[config.mk]
export PLATFORM = sky130hd
export DESIGN_NAME = lsu_align
export DESIGN_NICKNAME = d
export VERILOG_FILES = /design/src/rtl/mem_pkg.sv /design/src/rtl/lsu_align_merge.sv /design/src/rtl/lsu_align.sv
export SDC_FILE = /design/constraint.sdc
export NUM_CORES = 1
export LEC_CHECK = 0
export CAP_MARGIN = 20
export CORE_ASPECT_RATIO = 2
export CORE_UTILIZATION = 51
export CTS_CLUSTER_DIAMETER = 150
export DETAILED_ROUTE_END_ITERATION = 10
export PLACE_DENSITY = 0.77
export SKIP_CTS_REPAIR_TIMING = 1
export SLEW_MARGIN = 20
export SYNTH_ARGS = -nofsm -noshare
export SYNTH_HDL_FRONTEND = slang
export SYNTH_SLANG_ARGS = --single-unit
[constraint.sdc]
create_clock -name clk -period 2.43 [get_ports clk]
set_input_delay 0.3645 -clock clk [delete_from_list [all_inputs] [get_ports clk]]
set_output_delay 0.3645 -clock clk [all_outputs]
set_load 0.02 [all_outputs]
[src/rtl/mem_pkg.sv]
// Shared data-memory types: access width encoding, address type and the
// load/store aligner state set, plus small size/alignment helpers.
package mem_pkg;

  typedef logic [9:0] DMemAddrT;

  typedef enum logic [1:0] {
    BYTE     = 2'd0,
    HALFWORD = 2'd1,
    WORD     = 2'd2
  } mem_width_t;

  typedef enum logic [2:0] {
    IDLE,
    ALIGNED,
    RD_LO,
    RD_HI,
    WR_BYTE,
    RESP
  } lsu_state_t;

  function automatic logic [2:0] width_bytes(input mem_width_t w);
    case (w)
      BYTE:     return 3'd1;
      HALFWORD: return 3'd2;
      default:  return 3'd4;
    endcase
  endfunction

  // An access is naturally aligned when its offset is a multiple of its size.
  function automatic logic is_aligned(input logic [1:0] off, input mem_width_t w);
    case (w)
      BYTE:     return 1'b1;
      HALFWORD: return ~off[0];
      default:  return off == 2'd0;
    endcase
  endfunction

endpackage

[src/rtl/lsu_align_merge.sv]
// Combines two consecutive aligned words into the bytes of one misaligned
// load, then zero- or sign-extends the result to 32 bits.
module lsu_align_merge
  import mem_pkg::*;
(
  input  logic [31:0] lo,
  input  logic [31:0] hi,
  input  logic [1:0]  off,
  input  mem_width_t  width,
  input  logic        sign_extend,
  output logic [31:0] data
);

  logic [31:0] window;

  always_comb begin
    window = 32'({hi, lo} >> {off, 3'b000});
    case (width)
      BYTE:     data = {{24{sign_extend & window[7]}}, window[7:0]};
      HALFWORD: data = {{16{sign_extend & window[15]}}, window[15:0]};
      default:  data = window;
    endcase
  end

endmodule

[src/rtl/lsu_align.sv]
// Load/store initiator in front of the data SRAM: aligned accesses pass
// through, misaligned loads use two word reads, misaligned stores use byte writes.
module lsu_align
  import mem_pkg::*;
#(
  parameter int ADDR_WIDTH = $bits(DMemAddrT)
) (
  input  logic                  clk,
  input  logic                  reset,
  input  logic                  req_valid,
  output logic                  req_ready,
  input  logic [ADDR_WIDTH-1:0] req_addr,
  input  mem_width_t            req_width,
  input  logic                  req_sign_extend,
  input  logic                  req_write,
  input  logic [31:0]           req_wdata,
  output logic                  rsp_valid,
  output logic [31:0]           rsp_rdata,
  output DMemAddrT              mem_addr,
  output mem_width_t            mem_width,
  output logic                  mem_sign_extend,
  output logic                  mem_write_enable,
  output logic [31:0]           mem_data_in,
  input  logic [31:0]           mem_data_out
);

  lsu_state_t            state;
  logic [ADDR_WIDTH-1:0] addr_q;
  mem_width_t            width_q;
  logic                  sign_q;
  logic                  write_q;
  logic [31:0]           wdata_q;
  logic                  split_q;
  logic [1:0]            k_q;
  logic [31:0]           lo_q;

  logic [ADDR_WIDTH-1:0] mem_addr_q;
  mem_width_t            mem_width_q;
  logic                  mem_sign_q;
  logic                  mem_we_q;
  logic [31:0]           mem_din_q;

  logic [1:0]            k_next;
  logic [31:0]           merged;

  assign k_next = k_q + 2'd1;

  lsu_align_merge u_merge (
    .lo          (lo_q),
    .hi          (mem_data_out),
    .off         (addr_q[1:0]),
    .width       (width_q),
    .sign_extend (sign_q),
    .data        (merged)
  );

  // Memory-side controls are registered on the edge entering each state so
  // they are stable for the whole cycle the SRAM samples them.
  always_ff @(posedge clk) begin
    if (reset) begin
      state       <= IDLE;
      addr_q      <= '0;
      width_q     <= WORD;
      sign_q      <= 1'b0;
      write_q     <= 1'b0;
      wdata_q     <= '0;
      split_q     <= 1'b0;
      k_q         <= '0;
      lo_q        <= '0;
      mem_addr_q  <= '0;
      mem_width_q <= WORD;
      mem_sign_q  <= 1'b0;
      mem_we_q    <= 1'b0;
      mem_din_q   <= '0;
    end else begin
      case (state)
        IDLE: begin
          if (req_valid) begin
            addr_q  <= req_addr;
            width_q <= req_width;
            sign_q  <= req_sign_extend;
            write_q <= req_write;
            wdata_q <= req_wdata;
            split_q <= ~is_aligned(req_addr[1:0], req_width);
            k_q     <= '0;
            if (is_aligned(req_addr[1:0], req_width)) begin
              state       <= ALIGNED;
              mem_addr_q  <= req_addr;
              mem_width_q <= req_width;
              mem_sign_q  <= req_sign_extend;
              mem_we_q    <= req_write;
              mem_din_q   <= req_wdata;
            end else if (!req_write) begin
              state       <= RD_LO;
              mem_addr_q  <= req_addr & ~ADDR_WIDTH'(3);
              mem_width_q <= WORD;
              mem_sign_q  <= 1'b0;
              mem_we_q    <= 1'b0;
            end else begin
              state       <= WR_BYTE;
              mem_addr_q  <= req_addr;
              mem_width_q <= BYTE;
              mem_sign_q  <= 1'b0;
              mem_we_q    <= 1'b1;
              mem_din_q   <= {24'b0, req_wdata[7:0]};
            end
          end
        end
        ALIGNED: begin
          mem_we_q <= 1'b0;
          state    <= RESP;
        end
        RD_LO: begin
          mem_addr_q <= {addr_q[ADDR_WIDTH-1:2], 2'b00} + ADDR_WIDTH'(4);
          state      <= RD_HI;
        end
        RD_HI: begin
          lo_q  <= mem_data_out;
          state <= RESP;
        end
        WR_BYTE: begin
          if ({1'b0, k_q} == width_bytes(width_q) - 3'd1) begin
            mem_we_q <= 1'b0;
            state    <= RESP;
          end else begin
            k_q        <= k_next;
            mem_addr_q <= addr_q + ADDR_WIDTH'(k_next);
            mem_din_q  <= {24'b0, wdata_q[{k_next, 3'b000} +: 8]};
          end
        end
        RESP:    state <= IDLE;
        default: state <= IDLE;
      endcase
    end
  end

  // Reset masks the outward controls immediately so an abandoned store
  // cannot write during the reset cycle itself.
  assign req_ready        = (state == IDLE) && !reset;
  assign rsp_valid        = (state == RESP) && !reset;
  assign mem_write_enable = mem_we_q && !reset;
  assign mem_addr         = reset ? '0 : DMemAddrT'(mem_addr_q);
  assign mem_width        = reset ? WORD : mem_width_q;
  assign mem_sign_extend  = mem_sign_q && !reset;
  assign mem_data_in      = reset ? '0 : mem_din_q;

  always_comb begin
    rsp_rdata = '0;
    if (state == RESP && !write_q)
      rsp_rdata = split_q ? merged : mem_data_out;
  end

endmodule

; After elaboration in Yosys (flattened, before gate mapping)
; Cells that the tools add are included.
[totals]
ff_bits = 130
input_bits = 81
output_inout_bits = 80
elab_cells = 96
[classes]
n_addsub = 4
n_mux = 39
n_bitwise = 4
n_shift = 2
n_reduce_logical = 21
n_eq_ne = 12
[op_table]
columns = op, count
row1 = 2-to-1 mux 32 bit, 7
row2 = case mux 32 bit (2 select lines), 2
row3 = >> shifter 64 x 5 -> 32 bit, 1
row4 = indexed part select 32 x 6 -> 8 bit, 1
row5 = 2-to-1 mux 10 bit, 3
row6 = case mux 10 bit (3 select lines), 1
row7 = 2-to-1 mux 3 bit, 6
row8 = 2-to-1 mux 2 bit, 7
row9 = case mux 3 bit (4 select lines), 1
row10 = adder 10 x 2 -> 10 bit, 1
row11 = adder 10 x 3 -> 10 bit (second input constant), 1
row12 = AND reduction 3 bit, 3
row13 = 2-to-1 mux 1 bit, 8
row14 = == test 3 x 2 -> 1 bit (second input constant), 2
row15 = == test 3 bit (second input constant), 2
row16 = zero test 2 bit, 3
row17 = != test 2 bit (second input constant), 3
row18 = case mux 3 bit (2 select lines), 1
row19 = nonzero test 3 bit, 2
row20 = logical AND 1 bit, 5
row21 = == test 2 x 1 -> 1 bit (second input constant), 2
row22 = case mux 2 bit (2 select lines), 1
row23 = AND reduction 2 bit, 2
row24 = AND reduction 4 bit, 1
row25 = 13 further kinds, 16

; Logic depth before layout (Yosys ltp)
; Gate-level depths: netlist of run 1.
[logic_depth]
word_depth = 8
mapped_depth = 10
ltp_nobuf = 8

; By module
; Synthesis of run 1 repeated with hierarchy kept, for this count alone.
[hier_totals]
cells_unflattened = 910
hier_area_um2 = 7380.8
[modules_own_cells]
columns = module, seq_area_each_um2, area_each_um2, cells_per_inst, instances
row1 = lsu_align, 2602.5, 6277.3, 810, 1
row2 = lsu_align_merge, 0.0, 1103.6, 100, 1

; Worst setup path before layout of run 1
; No wires, ideal clock.
[synth_path]
path_type = register to register
startpoint = register width_q[0]
endpoint = register mem_din_q[6]
t_arrival_ns = 2.095
path_stages_with_launch = 10
setup_slack_ns = 0.213
setup_ns = 0.121
required_ns = 2.309
synth_period_minus_slack_ns = 2.217
path_buffers = 3
path_cell_list = dfxtp_1 buf_6 or2_2 ha_1 xnor2_1 o31ai_1 a21boi_1 buf_6 buf_6 mux2_4
[synth_via]
elab_chain_cells = 8
word_cells_on_any_way = 9
classes_between = add/sub: 1 / eq/ne: 3 / mux: 3 / reduce/logical: 2
[synth_lines]
columns = item, line
row1 = start: declaration, lsu_align.sv:29  ; mem_width_t width_q;
row2 = start signal: assignment, lsu_align.sv:80  ; width_q <= req_width;
row3 = == test 2 x 1 -> 1 bit / zero test 2 bit (equally long branches), mem_pkg.sv:23  ; case (w)
row4 = case mux 3 bit (2 select lines) (*), mem_pkg.sv:23
row5 = 2-to-1 mux 3 bit (*), lsu_align.sv:76  ; case (state)
row6 = 2-to-1 mux 3 bit (*), lsu_align.sv:60  ; if (reset) begin
row7 = subtractor 3 x 1 -> 3 bit (*), lsu_align.sv:122  ; if ({1'b0, k_q} == width_bytes(width_q) - 3'd1) begin
row8 = == test 2 x 3 -> 1 bit (*), lsu_align.sv:122
row9 = != test 2 bit (no line) (*), --
row10 = AND reduction 4 bit (no line) (*), --
row11 = end signal: assignment, lsu_align.sv:92  ; mem_din_q <= req_wdata;
row12 = end signal: assignment, lsu_align.sv:105  ; mem_din_q <= {24'b0, req_wdata[7:0]};
row13 = end signal: assignment, lsu_align.sv:128  ; mem_din_q <= {24'b0, wdata_q[{k_next, 3'b000} +: 8]};
row14 = end: declaration, lsu_align.sv:41  ; logic [31:0] mem_din_q;
; Mark *: on every way between the ends. The rest lies on a longest branch, timed or not. The select of a mux whose other input is x is not followed.
; A chain may end at the register's enable or synchronous reset.

; Worst setup path after layout of run 1
[layout_path]
startpoint = register addr_q[0]
endpoint = output rsp_rdata[13]
[layout_via]
elab_chain_cells = 5
[layout_lines]
columns = item, line
row1 = start: declaration, lsu_align.sv:28  ; logic [ADDR_WIDTH-1:0] addr_q;
row2 = start signal: assignment, lsu_align.sv:79  ; addr_q <= req_addr;
row3 = >> shifter 64 x 5 -> 32 bit (*), lsu_align_merge.sv:17  ; window = 32'({hi, lo} >> {off, 3'b000});
row4 = bitwise AND 1 bit, lsu_align_merge.sv:19  ; BYTE: data = {{24{sign_extend & window[7]}}, window[7:0]};
row5 = case mux 32 bit (2 select lines) (*), lsu_align_merge.sv:18  ; case (width)
row6 = 2-to-1 mux 32 bit (*), lsu_align.sv:150  ; rsp_rdata = split_q ? merged : mem_data_out;
row7 = 2-to-1 mux 32 bit (*), lsu_align.sv:149  ; if (state == RESP && !write_q)
row8 = end: declaration, lsu_align.sv:18  ; output logic [31:0] rsp_rdata,
; Mark *: on every way between the ends. The rest lies on a longest branch, timed or not.

==> results of run 1 <==
## where the power goes
group	total, uW	leakage [uW]	switching [uW]	internal [uW]
clock	2570	0.000288	1020	1550
combinational	3570	0.00259	1910	1660
sequential	2760	0.00106	231	2530
total	8900	0.00394	3160	5740
## flip-flops by register name, summed over array words and instances (netlist names)
| signal | cells |
|---|---|
| k_q | 2 |
| width_q | 2 |
| wdata_q | 32 |
| split_q | 1 |
| lo_q | 32 |
| write_q | 1 |
| mem_addr_q | 10 |
| mem_din_q | 32 |
| mem_sign_q | 1 |
| mem_we_q | 1 |
| state | 3 |
| sign_q | 1 |
| mem_width_q | 2 |
| addr_q | 10 |
## layout by cell type, fill, tap and decap left out, types with 8 or more instances in the layout
cell,n
nor2_1,38
dfxtp_1,128
nor3_1,8
nor2b_1,50
clkbuf_16,18
buf_12,10
clkbuf_2,13
buf_4,67
mux4_2,36
nand2_1,238
nand2b_1,46
o21ai_0,24
a21oi_1,118
clkdlybuf4s50_1,127
nand3_1,32
mux2i_1,13
## area by class of cell
type | instances | share of cell area, %
Multi-Input combinational cell | 700 | 43.69
Sequential cell | 130 | 25.80
Tap cell | 189 | 2.337
Inverter | 6 | 0.2226
Clock inverter | 14 | 1.496
Clock buffer | 18 | 4.341
Timing Repair Buffer | 235 | 22.11
## logic make-up after synthesis
| family | Yosys count |
|---|---|
| buffers and inverters | 78 |
| XOR/XNOR | 8 |
| multiplexers | 59 |
| AND/OR/NAND/NOR | 433 |
| flip-flops | 130 |
| AO/OA/AOI/OAI | 194 |
| adder cells (fa/ha/maj) | 5 |
## per-stage QoR
step / util (%) / hold slack (ns) / setup TNS (ns) / area [um^2]
3_3_place_gp: 67.20 / 0.4390 / -1.443 / 9387
6_report: 72.44 / 0.3890 / -0.3023 / 10120
5_1_grt: 72.44 / 0.4087 / -0.7768 / 10120
2_1_floorplan: - / 0.4331 / 0 / 7310
3_5_place_dp: 67.20 / 0.4488 / -1.833 / 9387
4_1_cts: 71.43 / 0.3902 / -12.81 / 9977
## metal layers
layer	wire length, um	vias to the layer above	global-route usage [%]
met5	0	-	0
met4	1024	0	17.10
met3	1133	74	5.614
met2	12450	256	58.90
met1	7839	3538	29.79
li1	-	3492	-
## critical path, stage by stage (launching register included)
cell,delay [ns]
dfxtp_4,0.40
buf_6,0.13
buf_12,0.10
buf_6,0.10
clkbuf_16,0.13
buf_4,0.10
mux4_2,0.47
nand2_1,0.08
a21oi_1,0.07
buf_4,0.16
## synthesized netlist by cell type (9+ instances only)
master,count
nand2_1,238
dfxtp_1,130
a21oi_1,123
nor2b_1,50
nand2b_1,47
clkbuf_1,40
nor2_1,38
mux4_2,36
nand3_1,32
o21ai_0,29
buf_2,20
mux2i_1,14
nor3_1,9
## path summary, 6_finish.rpt
kind,startpoint,cells past startpoint,slack [ns],endpoint
setup reg to reg,width_q[1],7,0.15,mem_din_q[2]
hold reg to reg,wdata_q[18],2,0.46,wdata_q[18]
setup / recovery,addr_q[0],9,-0.1,rsp_rdata[13]
hold / removal,reset,2,0.39,mem_sign_q
==> metrics.csv, run 1 <==
metric,value,unit
Overflow after GRT,0,
clock slew at reported path FFs,0.06,ns
ANT nets after route,0,
kind of critical path,register to primary output,
CTS root buffer,clkbuf_16,
Max-Slew Margin vs Limit,67.07,%
simple-gate share of the synthesized area,27.40,%
via/cell ratio,5.697,
largest net degree at the start of global routing,46,
Synth area leader,dfxtp_1,
TritonCTS clock tree,done,
Worst-Margin Slew,0.4940,ns
Post-Synth Adder-Cell Area,0.9586,%
top cell type's share of synthesized area,35.60,%
Filler Cell Count,1070,
Max Cap Viol,0,
pwr dens,879.9,mW/mm^2
GPL Wtd Cong,0.8626,
Async SR Flop Fraction,0,%
Routed WL per cell,17.38,um
CTS Buffer Depth,2,
post-route setup slack,-0.09833,ns
initial antenna violation count,0,
Syn Area/Cell,8.059,um^2
post-synthesis xor/xnor area fraction,0.9586,%
post-place setup slack,-0.1256,ns
H-tree lvl count,4,
sequential area share after synthesis,35.60,%
Initial Util,52.33,%
number of diodes,0,
Peak VDD IR,0.5957,mV
Ports,161,
Yosys warning count,0,
Mapped Nets,993,
failing checks,negative setup slack,
Pleak,0.003944,uW
Port Buffer Count,160,
status,finished with violations,
dpl cells,1247,
Synth Cell Area,0.007310,mm^2
Die ar.,0.01484,mm^2
min-delay worst type,primary input to register,
final setup vio count,5,
Final Cycle Share,104.0,%
f_max,0.3955,GHz
layout cells sized above 1,19.04,%
Pre-antenna DRT Iters,5,
Nets,1176,
Die Y-Extent,171.3,um
CP Launch Type,register,
fin crit period,2.528,ns
core area,0.01397,mm^2
GRT Resource Usage Total,30.63,%
Setup Skew,0.01074,ns
Non-Filler Instances,1292,
synthesis-to-layout area growth,38.41,%
"Hold Vio Cnt, Final",0,
total number of vias,7360,
CTS buffer count,17,
"FF+latch count, synth",130,
FF+latch area,0.002610,mm^2
Routed WL,22.45,mm
crit path DAT,2.16,ns
number of synthesized flops with an enable pin,0,
Synth cell types,60,
dpl hpwl,15.90,mm
drt drc,0,
crit-path max FO,5,
Die W,86.66,um
area of the multi-input gates,0.004420,mm^2
"top cells by area, synth","dfxtp_1 (36%), nand2_1 (12%), mux4_2 (11%), a21oi_1 (8.4%), nor2b_1 (4.3%)",
mux cell area share after synthesis,14.55,%
CP Capture Type,primary output,
"Power, Total",8902,uW
Row Count,61,
largest family of logic cells by synthesized area,simple AND/OR/NAND/NOR gates,
clock latency on the worst-skew pair,0.42,ns
RSZ-0062 raised after global routing,yes,
clk sinks,130,
first-pass GRT wire length,35.13,mm
vias in the first global route,7198,
cells after synthesis,907,
pins over their slew limit,0,
predominant post-synthesis flop cell,dfxtp_1,
Worst Path Required,2.07,ns
Compound-Gate Fraction of Synth Area,15.25,%
initial drt markers,378,
(Power assumes the default switching activity.)
==> run 2, diff against run 1 <==
Settings changed: PLACE_DENSITY 0.77 to 0.8.
==> run 2 against run 1 <==
Against the previous run:
- the flow still finishes with violations (negative setup slack)
- setup slack lost 0.057 ns
- routed wire length fell by 1.5%
- count of clock-buffer cells in the layout is the same
- critical path type unchanged
- largest power group unchanged
==> metrics.csv, run 2 (same netlist as run 1, synthesis figures left out) <==
metric,value,unit,change
area of the multi-input gates,0.004387,mm^2,-0.76%
initial drt markers,419,,+11%
Initial Util,52.33,%,unchanged
crit path DAT,2.22,ns,+0.06 ns
Routed WL,22.11,mm,-1.5%
Peak VDD IR,0.7365,mV,+24%
setup_tns,-2.352,ns,-2.050 ns
Largest regs,"lo_q (32), mem_din_q (32), wdata_q (32)",,
"Hold Vio Cnt, Final",0,,unchanged
kind of critical path,register to primary output,,
layout cells sized above 1,15.15,%,-3.9 points
H-tree lvl count,4,,unchanged
clock latency on the worst-skew pair,0.42,ns,about the same
Die Y-Extent,171.3,um,unchanged
CP Capture Type,primary output,,
clk sinks,130,,unchanged
worst hold slack,0.4004,ns,+0.01142 ns
ANT nets after route,0,,unchanged
CTS root buffer,clkbuf_16,,
pwr dens,876.1,mW/mm^2,-0.43%
Routed WL per cell,17.30,um,-0.45%
Pleak,0.004297,uW,+8.9%
Hold Crit Depth,2,,unchanged
Buf/Inv on CP,4,,-2
pins over their slew limit,0,,unchanged
Max-Slew Margin vs Limit,63.43,%,-3.6 points
failing checks,negative setup slack,,
Nets,1162,,-1.2%
WP depth,8,,-1
Worst-Margin Slew,0.5486,ns,+0.05460 ns
Die ar.,0.01484,mm^2,unchanged
Filler Cell Count,1055,,-1.4%
GRT Resource Usage Total,30.28,%,-0.34 points
FF+latch area,0.002608,mm^2,about the same
total number of vias,7210,,-2.0%
dpl hpwl,15.76,mm,-0.90%
initial antenna violation count,0,,unchanged
Row Count,61,,unchanged
CP Launch Type,register,,
core area,0.01397,mm^2,unchanged
final setup vio count,24,,+19
"Power, Total",8856,uW,-0.52%
clock slew at reported path FFs,0.06,ns,about the same
largest net degree at the start of global routing,46,,unchanged
min-delay worst type,primary input to register,,
Port Buffer Count,160,,unchanged
"most common cell after layout, fill and taps aside",nand2_1,,
Max Cap Viol,0,,unchanged
number of diodes,0,,unchanged
first-pass GRT wire length,34.66,mm,-1.4%
Worst Path Required,2.07,ns,about the same
Critical-path top delay cell,dfxtp_2,,
Ports,161,,unchanged
TritonCTS clock tree,done,,
Die W,86.66,um,unchanged
synthesis-to-layout area growth,38.29,%,about the same
f_max,0.3867,GHz,-2.2%
crit-path leading delay family,buffers and inverters,,
CTS buffer count,17,,unchanged
RSZ-0062 raised after global routing,yes,,
GPL Wtd Cong,0.8926,,+3.5%
most frequent cells in the layout,"nand2_1 (238), dfxtp_1 (128), clkdlybuf4s50_1 (127)",,
Reg2Reg Setup Slack,0.26,ns,+0.11 ns
post-route setup slack,-0.1557,ns,-0.05739 ns
status,finished with violations,,
fin crit period,2.586,ns,+0.05739 ns
Pre-antenna DRT Iters,5,,unchanged
vias in the first global route,7210,,+0.17%
via/cell ratio,5.642,,-0.96%
drt drc,0,,unchanged
CP max stage delay,0.37,ns,-0.10 ns
most frequent CP cell,buf_4,,
Final Cycle Share,106.4,%,+2.4 points
crit path cell chain,"buf_4, mux2i_2, a21oi_1, a21boi_1, buf_4, buf_4, a21oi_2, buf_4",,
Overflow after GRT,0,,unchanged
Setup Skew,0.006423,ns,-0.004313 ns
crit-path max FO,8,,+3
CTS Buffer Depth,2,,unchanged
FF-to-FF path depth,7,,unchanged
run 2: final cells by class:
class                   instances  area share [%]
repair buffers                222           22.14
multi-input cells             699           43.40
clock inverters                14           1.758
clock buffers                  18           4.345
well taps                     189           2.339
flip-flops and latches        130           25.80
inverters                       6          0.2228
run 2: path summary, 6_finish.rpt:
| check | from | end |
|---|---|---|
| setup / recovery | addr_q[1] | rsp_rdata[15] |
| hold / removal | reset | mem_sign_q |
| setup reg to reg | width_q[1] | mem_din_q[2] |
| hold reg to reg | wdata_q[0] | wdata_q[0] |
run 2: where the power goes:
| part | internal (uW) | switching [uW] |
|---|---|---|
| logic | 1550 | 1870 |
| clock network | 1650 | 1030 |
| registers | 2530 | 220 |
run 2: metrics by stage:
| stage | utilization [%] | area, um^2 | setup slack [ns] | cells |
|---|---|---|---|---|
| 3_3_place_gp | 67.01 | 9359 | -0.04563 | 1245 |
| 3_5_place_dp | 67.01 | 9359 | -0.07460 | 1245 |
| 2_1_floorplan | - | 7310 | 0.2134 | 907 |
| 6_report | 72.37 | 10110 | -0.1557 | 1278 |
| 5_1_grt | 72.37 | 10110 | -0.1744 | 1278 |
| 4_1_cts | 71.42 | 9976 | -0.5635 | 1277 |
run 2: layer usage:
layer	vias to the layer above	global-route usage, %	routed length [um]
met4	0	21.23	1316
met2	249	56.94	12070
li1	3454	-	-
met5	-	0	0
met1	3428	28.93	7726
met3	79	5.326	996
==> run 3, diff against run 2 <==
Settings changed: CAP_MARGIN 20 to not set.
==> results of run 3 <==
Final layout, timing and power as in run 2 (identical DEF).
